## src/rtl/sdram_burst_reader.sv

```systemverilog
// sdram_burst_reader
//   Turns one "read <length> words starting at <startAddr>" request into a
//   sequence of read commands on the SDRAM controller's command FIFO, collects
//   the returned readout stream into a local buffer and presents it as a
//   valid/ready stream. The controller readout has no backpressure, so a
//   command is only issued while (commands in flight + words buffered) is
//   below BUF_DEPTH; returned data therefore always has a free buffer slot.
//
// Ports
//   clk, rst            clock; asynchronous active-low reset
//   start/startAddr/length   request (accepted only while busy=0)
//   busy, done, err     status (done is a 1-cycle pulse, err is sticky)
//   cmd*                controller command-FIFO write port (read commands only)
//   readValid/raddr/rdata    controller readout stream
//   outValid/outReady/outData/outLast   buffered output stream
module sdram_burst_reader #(
  parameter int BUF_DEPTH = 16,
  parameter int LEN_W     = 16
) (
  input  logic             clk,
  input  logic             rst,
  input  logic             start,
  input  logic [24:0]      startAddr,
  input  logic [LEN_W-1:0] length,
  output logic             busy,
  output logic             done,
  output logic             err,
  output logic             cmdWrite,
  input  logic             cmdFull,
  output logic             cmdIsWrite,
  output logic [24:0]      cmdAddress,
  output logic [1:0]       cmdWriteMask,
  output logic [15:0]      cmdWriteData,
  input  logic             readValid,
  input  logic [24:0]      raddr,
  input  logic [15:0]      rdata,
  output logic             outValid,
  input  logic             outReady,
  output logic [15:0]      outData,
  output logic             outLast
);

  localparam int PW = $clog2(BUF_DEPTH);
  localparam int CW = PW + 1;
  localparam logic [CW:0] DEPTH_LIM = (CW+1)'(BUF_DEPTH);

  typedef enum logic [1:0] {
    IDLE  = 2'd0,
    ISSUE = 2'd1,
    DRAIN = 2'd2
  } state_t;

  state_t state_reg, state_next;

  logic [24:0]      issue_addr_reg;
  logic [24:0]      exp_addr_reg;
  logic [LEN_W-1:0] issue_left_reg;
  logic [LEN_W-1:0] ret_left_reg;
  logic [LEN_W-1:0] out_left_reg;
  logic [CW-1:0]    inflight_reg;
  logic [CW-1:0]    buf_count_reg;
  logic [PW-1:0]    wr_ptr_reg;
  logic [PW-1:0]    rd_ptr_reg;
  logic             err_reg;
  logic             done_reg;

  logic [15:0] mem [BUF_DEPTH];

  logic          start_ok;
  logic          start_burst;
  logic          issue;
  logic          push;
  logic          stray;
  logic          pop;
  logic          drain_done;
  logic [CW:0]   credit_sum;

  assign start_ok    = start & (state_reg == IDLE);
  assign start_burst = start_ok & (length != '0);
  // Every issued command reserves a buffer slot until its word is popped.
  assign credit_sum  = {1'b0, inflight_reg} + {1'b0, buf_count_reg};
  assign issue       = (state_reg == ISSUE) & (issue_left_reg != '0) & ~cmdFull
                       & (credit_sum < DEPTH_LIM);
  assign push        = readValid & (ret_left_reg != '0);
  assign stray       = readValid & (ret_left_reg == '0);
  assign pop         = (buf_count_reg != '0) & outReady;
  assign drain_done  = (state_reg == DRAIN) & (issue_left_reg == '0) &
                       (inflight_reg == '0) & (buf_count_reg == '0) &
                       (out_left_reg == '0);

  always_comb begin
    state_next = state_reg;
    case (state_reg)
      IDLE:    if (start_burst) state_next = ISSUE;
      ISSUE:   if ((issue_left_reg == '0) ||
                   (issue && (issue_left_reg == LEN_W'(1)))) state_next = DRAIN;
      DRAIN:   if (drain_done) state_next = IDLE;
      default: state_next = IDLE;
    endcase
  end

  always_ff @(posedge clk or negedge rst) begin
    if (!rst) begin
      state_reg      <= IDLE;
      issue_addr_reg <= '0;
      exp_addr_reg   <= '0;
      issue_left_reg <= '0;
      ret_left_reg   <= '0;
      out_left_reg   <= '0;
      inflight_reg   <= '0;
      buf_count_reg  <= '0;
      wr_ptr_reg     <= '0;
      rd_ptr_reg     <= '0;
      err_reg        <= 1'b0;
      done_reg       <= 1'b0;
    end else begin
      state_reg <= state_next;
      // A zero-length request completes immediately without issuing anything.
      done_reg  <= drain_done | (start_ok & (length == '0));

      if (start_burst) begin
        issue_addr_reg <= startAddr;
        exp_addr_reg   <= startAddr;
        issue_left_reg <= length;
        ret_left_reg   <= length;
        out_left_reg   <= length;
      end else begin
        if (issue) begin
          issue_addr_reg <= issue_addr_reg + 25'd1;
          issue_left_reg <= issue_left_reg - LEN_W'(1);
        end
        if (push) begin
          exp_addr_reg <= exp_addr_reg + 25'd1;
          ret_left_reg <= ret_left_reg - LEN_W'(1);
        end
        if (pop) out_left_reg <= out_left_reg - LEN_W'(1);
      end

      inflight_reg  <= inflight_reg + CW'(issue) - CW'(push);
      buf_count_reg <= buf_count_reg + CW'(push) - CW'(pop);
      if (push) wr_ptr_reg <= wr_ptr_reg + PW'(1);
      if (pop)  rd_ptr_reg <= rd_ptr_reg + PW'(1);

      // A new request clears the flag, but an error seen in the same cycle wins.
      if (start_ok) err_reg <= 1'b0;
      if (stray || (push && (raddr != exp_addr_reg))) err_reg <= 1'b1;
    end
  end

  // Buffer storage: mismatched-address data is still stored, stray data is not.
  always_ff @(posedge clk) begin
    if (push) mem[wr_ptr_reg] <= rdata;
  end

  assign busy         = (state_reg != IDLE);
  assign done         = done_reg;
  assign err          = err_reg;
  assign cmdWrite     = issue;
  assign cmdIsWrite   = 1'b0;
  assign cmdAddress   = issue_addr_reg;
  assign cmdWriteMask = 2'b11;
  assign cmdWriteData = 16'h0000;
  assign outValid     = (buf_count_reg != '0);
  assign outData      = mem[rd_ptr_reg];
  assign outLast      = outValid & (out_left_reg == LEN_W'(1));

endmodule

```

## config.mk

```make
export PLATFORM = sky130hd
export DESIGN_NAME = sdram_burst_reader
export DESIGN_NICKNAME = d
export VERILOG_FILES = /design/src/rtl/sdram_burst_reader.sv
export SDC_FILE = /design/constraint.sdc
export NUM_CORES = 1
export LEC_CHECK = 0
export CORE_AREA = 2 2 225 227
export DETAILED_ROUTE_END_ITERATION = 8
export DIE_AREA = 0 0 227 229
export GPL_ROUTABILITY_DRIVEN = 1
export MAX_ROUTING_LAYER = met4
export PLACE_DENSITY = 0.56
export SLEW_MARGIN = 20
export SYNTH_ARGS = -nofsm -noshare
export SYNTH_HDL_FRONTEND = slang
export SYNTH_SLANG_ARGS = --single-unit
export TNS_END_PERCENT = 30
```

## constraint.sdc

```tcl
create_clock -name clk -period 3.8 [get_ports clk]
set_clock_uncertainty 0.15 [all_clocks]
set_input_delay 0.76 -clock clk [delete_from_list [all_inputs] [get_ports clk]]
set_output_delay 0.76 -clock clk [all_outputs]
set_load 0.01 [all_outputs]
```

==> results of run 1 <==
==> where the power goes <==
part	switching (W)	total (W)	internal, W
Clock	0.00169	0.00411	0.00242
Sequential	0.000902	0.00618	0.00528
Combinational	0.00259	0.00533	0.00275
==> logic make-up after synthesis <==
family | Yosys count
DFF | 376
and+or+nand+nor | 329
AOI/OAI and AO/OA | 200
buffers and inverters | 122
muxes | 84
xor gates and xnor gates | 64
adders and majority gates | 30
other | 2
==> area by class of cell <==
type	count	area (um^2)	share of cell area (%)
flip-flops and latches	376	10700	50.9
multi-input cells	726	6080	28.9
repair buffers	190	1880	8.93
clock buffers	58	1160	5.52
well taps	672	841	4.00
clock inverters	18	230	1.09
inverters	36	135	0.643
diodes	1	2.50	0.0119
==> placed cells by master, fill, tap and decap left out, types with 10 or more instances in the layout <==
master             n
nor2_1            62
clkbuf_1          11
ha_1              28
a31oi_1           46
o21ai_0           31
and4_1            18
a21oi_1           38
mux4_2            80
and2_1            18
or3_1             20
conb_1            19
a211oi_1          16
a311oi_1          10
xnor2_1           58
or4_1             30
nand4_1           24
nand2_1           35
nand3_1           26
o31ai_1           30
nor3_1            31
clkbuf_16         42
edfxtp_1         256
dfrtp_1          118
inv_1             34
buf_4             47
clkdlybuf4s50_1  125
nor4_1            25
==> Yosys cell counts (all sizes together) (21+ instances only) <==
| cell type | number |
|---|---|
| nor2 | 63 |
| nor3 | 33 |
| or4 | 33 |
| clkbuf | 51 |
| edfxtp | 256 |
| buf | 35 |
| ha | 28 |
| o31ai | 31 |
| nand4 | 24 |
| or3 | 21 |
| nor4 | 26 |
| mux4 | 80 |
| inv | 35 |
| a31oi | 46 |
| nand2 | 35 |
| a21oi | 38 |
| xnor2 | 58 |
| dfrtp | 120 |
| nand3 | 26 |
| o21ai | 32 |
==> critical path: stages, from the launching register on <==
cell and delay (ns):
dfrtp_4 0.54, buf_4 0.21, mux4_2 0.51, mux4_2 0.50
clkdlybuf4s50_1 0.50
==> through the flow <==
stage	setup TNS [ns]	hold slack (ns)
after floorplan	0	0.314
after global placement	0	0.387
after detailed placement	0	0.384
after CTS	-0.0236	0.0224
after global routing	-0.0147	0.0633
final	0	0.0303
==> worst paths after layout <==
check | slack [ns] | cells past startpoint | end | startpoint
max | 0.07 | 4 | outData[10] | rd_ptr_reg[0]
max in group asynchronous | 2.62 | 2 | rd_ptr_reg[1] | rst
min in group clk | 0.39 | 1 | buf_count_reg[0] | buf_count_reg[0]
max reg2reg | 0.30 | 12 | inflight_reg[4] | ret_left_reg[6]
min reg2reg | 0.39 | 1 | buf_count_reg[0] | buf_count_reg[0]
min | 0.03 | 1 | done | rst
==> routing by layer <==
layer	share of wire [%]	vias up	GRT usage, %
met3	6.0	84	3.12
met2	47	430	28.7
met1	43	5682	24.7
met5	0	-	-
li1	-	5075	-
met4	3.4	0	6.70
==> repair_timing <==
item,in CTS,in global routing
setup buffers,3,0
setup endpoints to repair,17,7
gates resized for setup,9,8
pin swaps,0,1
==> impl_metrics.toml, run 1 <==
[logic_synthesis]
synth_edf_count = 256
synth_fa_ha_area_share_pct = 2.27
synth_top_area_share_pct = 44.7
synth_xor_area_share_pct = 3.26
ys_types = 58
async_reset_ff_share_pct = 31.9
ys_ff_latch = 376
synth.area.mux_share_pct = 10.7
synthCells = 1207
synth_simple_gate_area_share_pct = 10.9
syn-cell-area_um2 = 17200
synth-compound-area-share_pct = 7.58
synth_top_family_by_area = "simple AND/OR/NAND/NOR gates"
yosys_warnings = 0
yosysTopAreaCell = "edfxtp_1"
synth_flop_cell = "edfxtp_1"
ys_seq_area_share_pct = 62.1
synth_area_leaders = "edfxtp_1 (45%), dfrtp_1 (17%), mux4_2 (10%), xnor2_1 (3.0%), ha_1 (2.0%)"
syn_area_per_cell_um2 = 14.3

[detailed_routing]
dr.pass1.iters = 7
drcViolationCount = 0
wl_mm = 46.4
dr_total_vias = 11300
vias_per_cell = 5.43
drt_iter0_markers = 946
ant_nets = 0
wl_per_cell_um = 22.3

[global_routing]
grt_pass1_vias = 11300
grt_pass1_wl_mm = 70.3
grt_overflow = 0
grt_max_degree = 56
grtUsageTotal_pct = 18.6
grt_antenna_before_repair = 1

[pwr]
power_density_nw_per_um2 = 743
vdd_drop_max_mv = 0.353
p_leak_nw = 7.13
power_w = 0.0156

[placed_design]
dpl.hpwl_mm = 30.4
place.gp.congestion = 0.911
preCtsSetupSlack_ns = 0.317
dpl_cell_area_um2 = 19600
io_buffers = 134
dp.cells = 1997

[setup_path]
end_kind = "primary output"
cp-start-kind = "register"
required_ns = 2.89
critical_path_arrival_ns = 2.82
crit_type = "register to primary output"
worstPathMaxFanout = 7

[cts]
cts_tree = "done"
cts_made_buffers = 42
cts_hold_buf = 0
numClockSinks = 376
cts-root-buf = "clkbuf_16"
clk_path_buf_depth = 3
worstSkewPairLatency_ns = 0.58
clk_pin_slew_ns = 0.06
cts.htree.levels = 2

[cells_and_area]
nets = 1490
drive_above_1_share_pct = 15.9
synthToLayoutAreaGrowth_pct = 22.2
fin_cells = 2077
largest_reg_flops = 256
utilization_pct = 42.3
stdcell_area_um2 = 21000
nFillCells = 4540

[timing]
max_freq_ghz = 0.268
rsz0062_at_grt = "true"
hold_viol_final = 0
slew_violations = 0
worst_pin_slew_ns = 0.818
min_period_ns = 3.73
post-route-period-util_pct = 98.1
relSlewSlack_pct = 45.4
finalSetupViolations = 0
layout_setup_ws_ns = 0.0705

[run_status]
outcome = "finished, final reports clean"

[floorplan]
ios = 154
die_h_um = 229
dieArea_um2 = 52000
core_um2 = 49700
start_util_pct = 34.7
die_w_um = 227
row_count = 82

[flow_run]
drv_cap = 0

[min_path]
hold_path_class = "input pin to asynchronous set/reset pin"
Note: power is estimated with default switching activity, not from simulation.
==> inputs of run 2 (changes only) <==
- ABC_AREA: unset -> 1
- CORE_AREA: 2 2 225 227 -> 2 2 181 183
- DIE_AREA: 0 0 227 229 -> 0 0 183 185
- PLACE_DENSITY: 0.56 -> 0.83
==> impl_metrics.toml, run 2 <==
[run_status]
outcome = "finished, final reports clean"

[detailed_routing]
wl_per_cell_um = 18.4
dr.pass1.iters = 5
ant_nets = 0
dr_total_vias = 14900
drt_iter0_markers = 1476
drcViolationCount = 0
vias_per_cell = 5.82
wl_mm = 47.0

[timing]
hold_viol_final = 0
relSlewSlack_pct = 48.7
post-route-period-util_pct = 96.2
rsz0062_at_grt = "false"
max_freq_ghz = 0.274
hold_slack_ns = 0.0933
slew_violations = 0
worst_pin_slew_ns = 0.764
finalSetupTns_ns = 0
min_period_ns = 3.65
finalSetupViolations = 0

[cts]
cts_hold_buf = 0
worstSkewPairLatency_ns = 0.53
clk_path_buf_depth = 3
numClockSinks = 376
clk_pin_slew_ns = 0.06
post_cts.repair.setup_buffers = 0
cts.htree.levels = 2
cts-root-buf = "clkbuf_16"
cts_made_buffers = 38
ctsResizeCount = 0
cts_tree = "done"

[setup_path]
critical_path_arrival_ns = 2.74
path_buf_inv = 3
max_stage_delay_ns = 0.53
ff2ff_path_depth = 15
rr_startpoint = "ret_left_reg[0]"
critPathSlowestCell = "clkdlybuf4s50_1"
crit_family = "buffers and inverters"
rr_endpoint = "inflight_reg[4]"
crit_cells = 7
required_ns = 2.89
worstPathMaxFanout = 55
end_kind = "primary output"
cp-start-kind = "register"
r2r_slack_ns = 0.59
crit_chain = "inv_6 > buf_12 > o21ai_0 > o221ai_1 > nand3_1 > nand2_1 > clkdlybuf4s50_1"
crit_type = "register to primary output"

[global_routing]
grt_pass1_vias = 14600
grt_pass1_wl_mm = 74.8
grtUsageTotal_pct = 29.0
grt_antenna_before_repair = 1
grt_overflow = 0
grt_max_degree = 131

[placed_design]
place.gp.congestion = 0.968
dp.cells = 2484
dpl.hpwl_mm = 29.9
dpl_cell_area_um2 = 20300
io_buffers = 134

[logic_synthesis]
async_reset_ff_share_pct = 31.9
ys_seq_area_share_pct = 57.5
ys_ff_latch = 376
yosysTopAreaCell = "edfxtp_1"
synth_flop_cell = "edfxtp_1"
syn-cell-area_um2 = 18600
yosys_warnings = 0
synth_edf_count = 256
synthTopCellsByCount = "nand2_1 (459), nor2_1 (324), edfxtp_1 (256), o21ai_0 (182), inv_1 (124)"
synthCells = 1986
synth_top_area_share_pct = 41.3
yosysMostFrequentCell = "nand2_1"
syn_area_per_cell_um2 = 9.36
synth_area_leaders = "edfxtp_1 (41%), dfrtp_1 (16%), nand2_1 (9.3%), nor2_1 (6.5%), o21ai_0 (4.9%)"
ys_types = 43

[cells_and_area]
layout_common_cells = "nand2_1 (459), nor2_1 (315), edfxtp_1 (256), o21ai_0 (182), clkdlybuf4s50_1 (133)"
largest_reg_flops = 256
synthToLayoutAreaGrowth_pct = 16.1
drive_above_1_share_pct = 6.96
utilization_pct = 67.4
nFillCells = 2351
fin_cells = 2551
final_common_cell = "nand2_1"
nets = 2234
stdcell_area_um2 = 21600

[flow_run]
drv_cap = 0

[floorplan]
core_um2 = 32000
die_w_um = 183
ios = 154
die_h_um = 185
row_count = 66
dieArea_um2 = 33900
start_util_pct = 58.0

[min_path]
hold_path_class = "input pin to asynchronous set/reset pin"

[pwr]
vdd_drop_max_mv = 0.591
power_density_nw_per_um2 = 625
p_leak_nw = 8.53
[run 2: cell types whose count changed after synthesis, sizes merged, moves of 25 or more]
cell    change
nand3      +76
mux4       -80
xor2       +27
nor4       -25
o31ai      -31
or4        -33
buf        +27
nor2      +272
o221ai     +45
inv        +94
o21ai     +165
xnor2      -27
nand2     +435
[run 2: area by class of cell]
| type | count | area (um^2) | share of cell area [%] |
|---|---|---|---|
| tap | 408 | 510 | 2.36 |
| sequential | 376 | 10700 | 49.5 |
| clock buffer | 45 | 998 | 4.62 |
| clock inverter | 21 | 255 | 1.18 |
| timing repair buffer | 177 | 1740 | 8.06 |
| inverter | 131 | 497 | 2.30 |
| antenna | 1 | 2.50 | 0.0116 |
| multi-input combinational | 1392 | 6890 | 31.9 |
[run 2: kinds of logic (layout without fill, tap and decap cells)]
group                    Yosys count  count (layout)  share of synthesized area (%)
AO/OA/AOI/OAI                    332             332                           10.7
XOR/XNOR                          64              64                           3.01
buffers and inverters            235             374                           5.90
AND/OR/NAND/NOR                  947             947                           20.7
flip-flops                       376             376                           57.5
other                              2              20                         0.0404
adder cells (fa/ha/maj)           30              30                           2.10
[run 2: power by group]
| group | switching, W | leakage, nW | internal, W | total [W] |
|---|---|---|---|---|
| sequential | 0.000377 | 3.71 | 0.00495 | 0.00532 |
| clock | 0.00156 | 0.598 | 0.00223 | 0.00378 |
| combinational | 0.00274 | 4.22 | 0.00164 | 0.00438 |
| total | 0.00468 | 8.53 | 0.00881 | 0.0135 |
[run 2: worst max path at each step]
stage,start,to,slack (ns)
after global routing,rd_ptr_reg[1],outData[14],0.0004
final,rd_ptr_reg[0],outData[11],0.15
after global placement,cmdFull,cmdWrite,0.39
after floorplan,ret_left_reg[0],inflight_reg[4],0.98
after detailed placement,cmdFull,cmdWrite,0.40
after CTS,rd_ptr_reg[0],outData[11],0.006
[run 2: metrics by stage]
stage               setup slack [ns]  power [W]
detailed placement             0.403    0.00971
finish                         0.146     0.0135
global placement               0.388    0.00948
CTS                          0.00641     0.0135
floorplan                      0.984    0.00811
global route                0.000387     0.0142
[run 2: routing by layer]
| metal | GRT usage, % | up-vias | wire (um) |
|---|---|---|---|
| met4 | 12.0 | 0 | 1690 |
| met3 | 4.42 | 132 | 4140 |
| li1 | - | 6969 | - |
| met1 | 36.6 | 7006 | 18400 |
| met2 | 47.3 | 744 | 22700 |
| met5 | - | - | 0 |
==> inputs of run 3 (changes only) <==
- SLEW_MARGIN: 20 -> unset
==> results of run 3 <==
The final DEF is identical to that of run 2; final timing and power are the same.
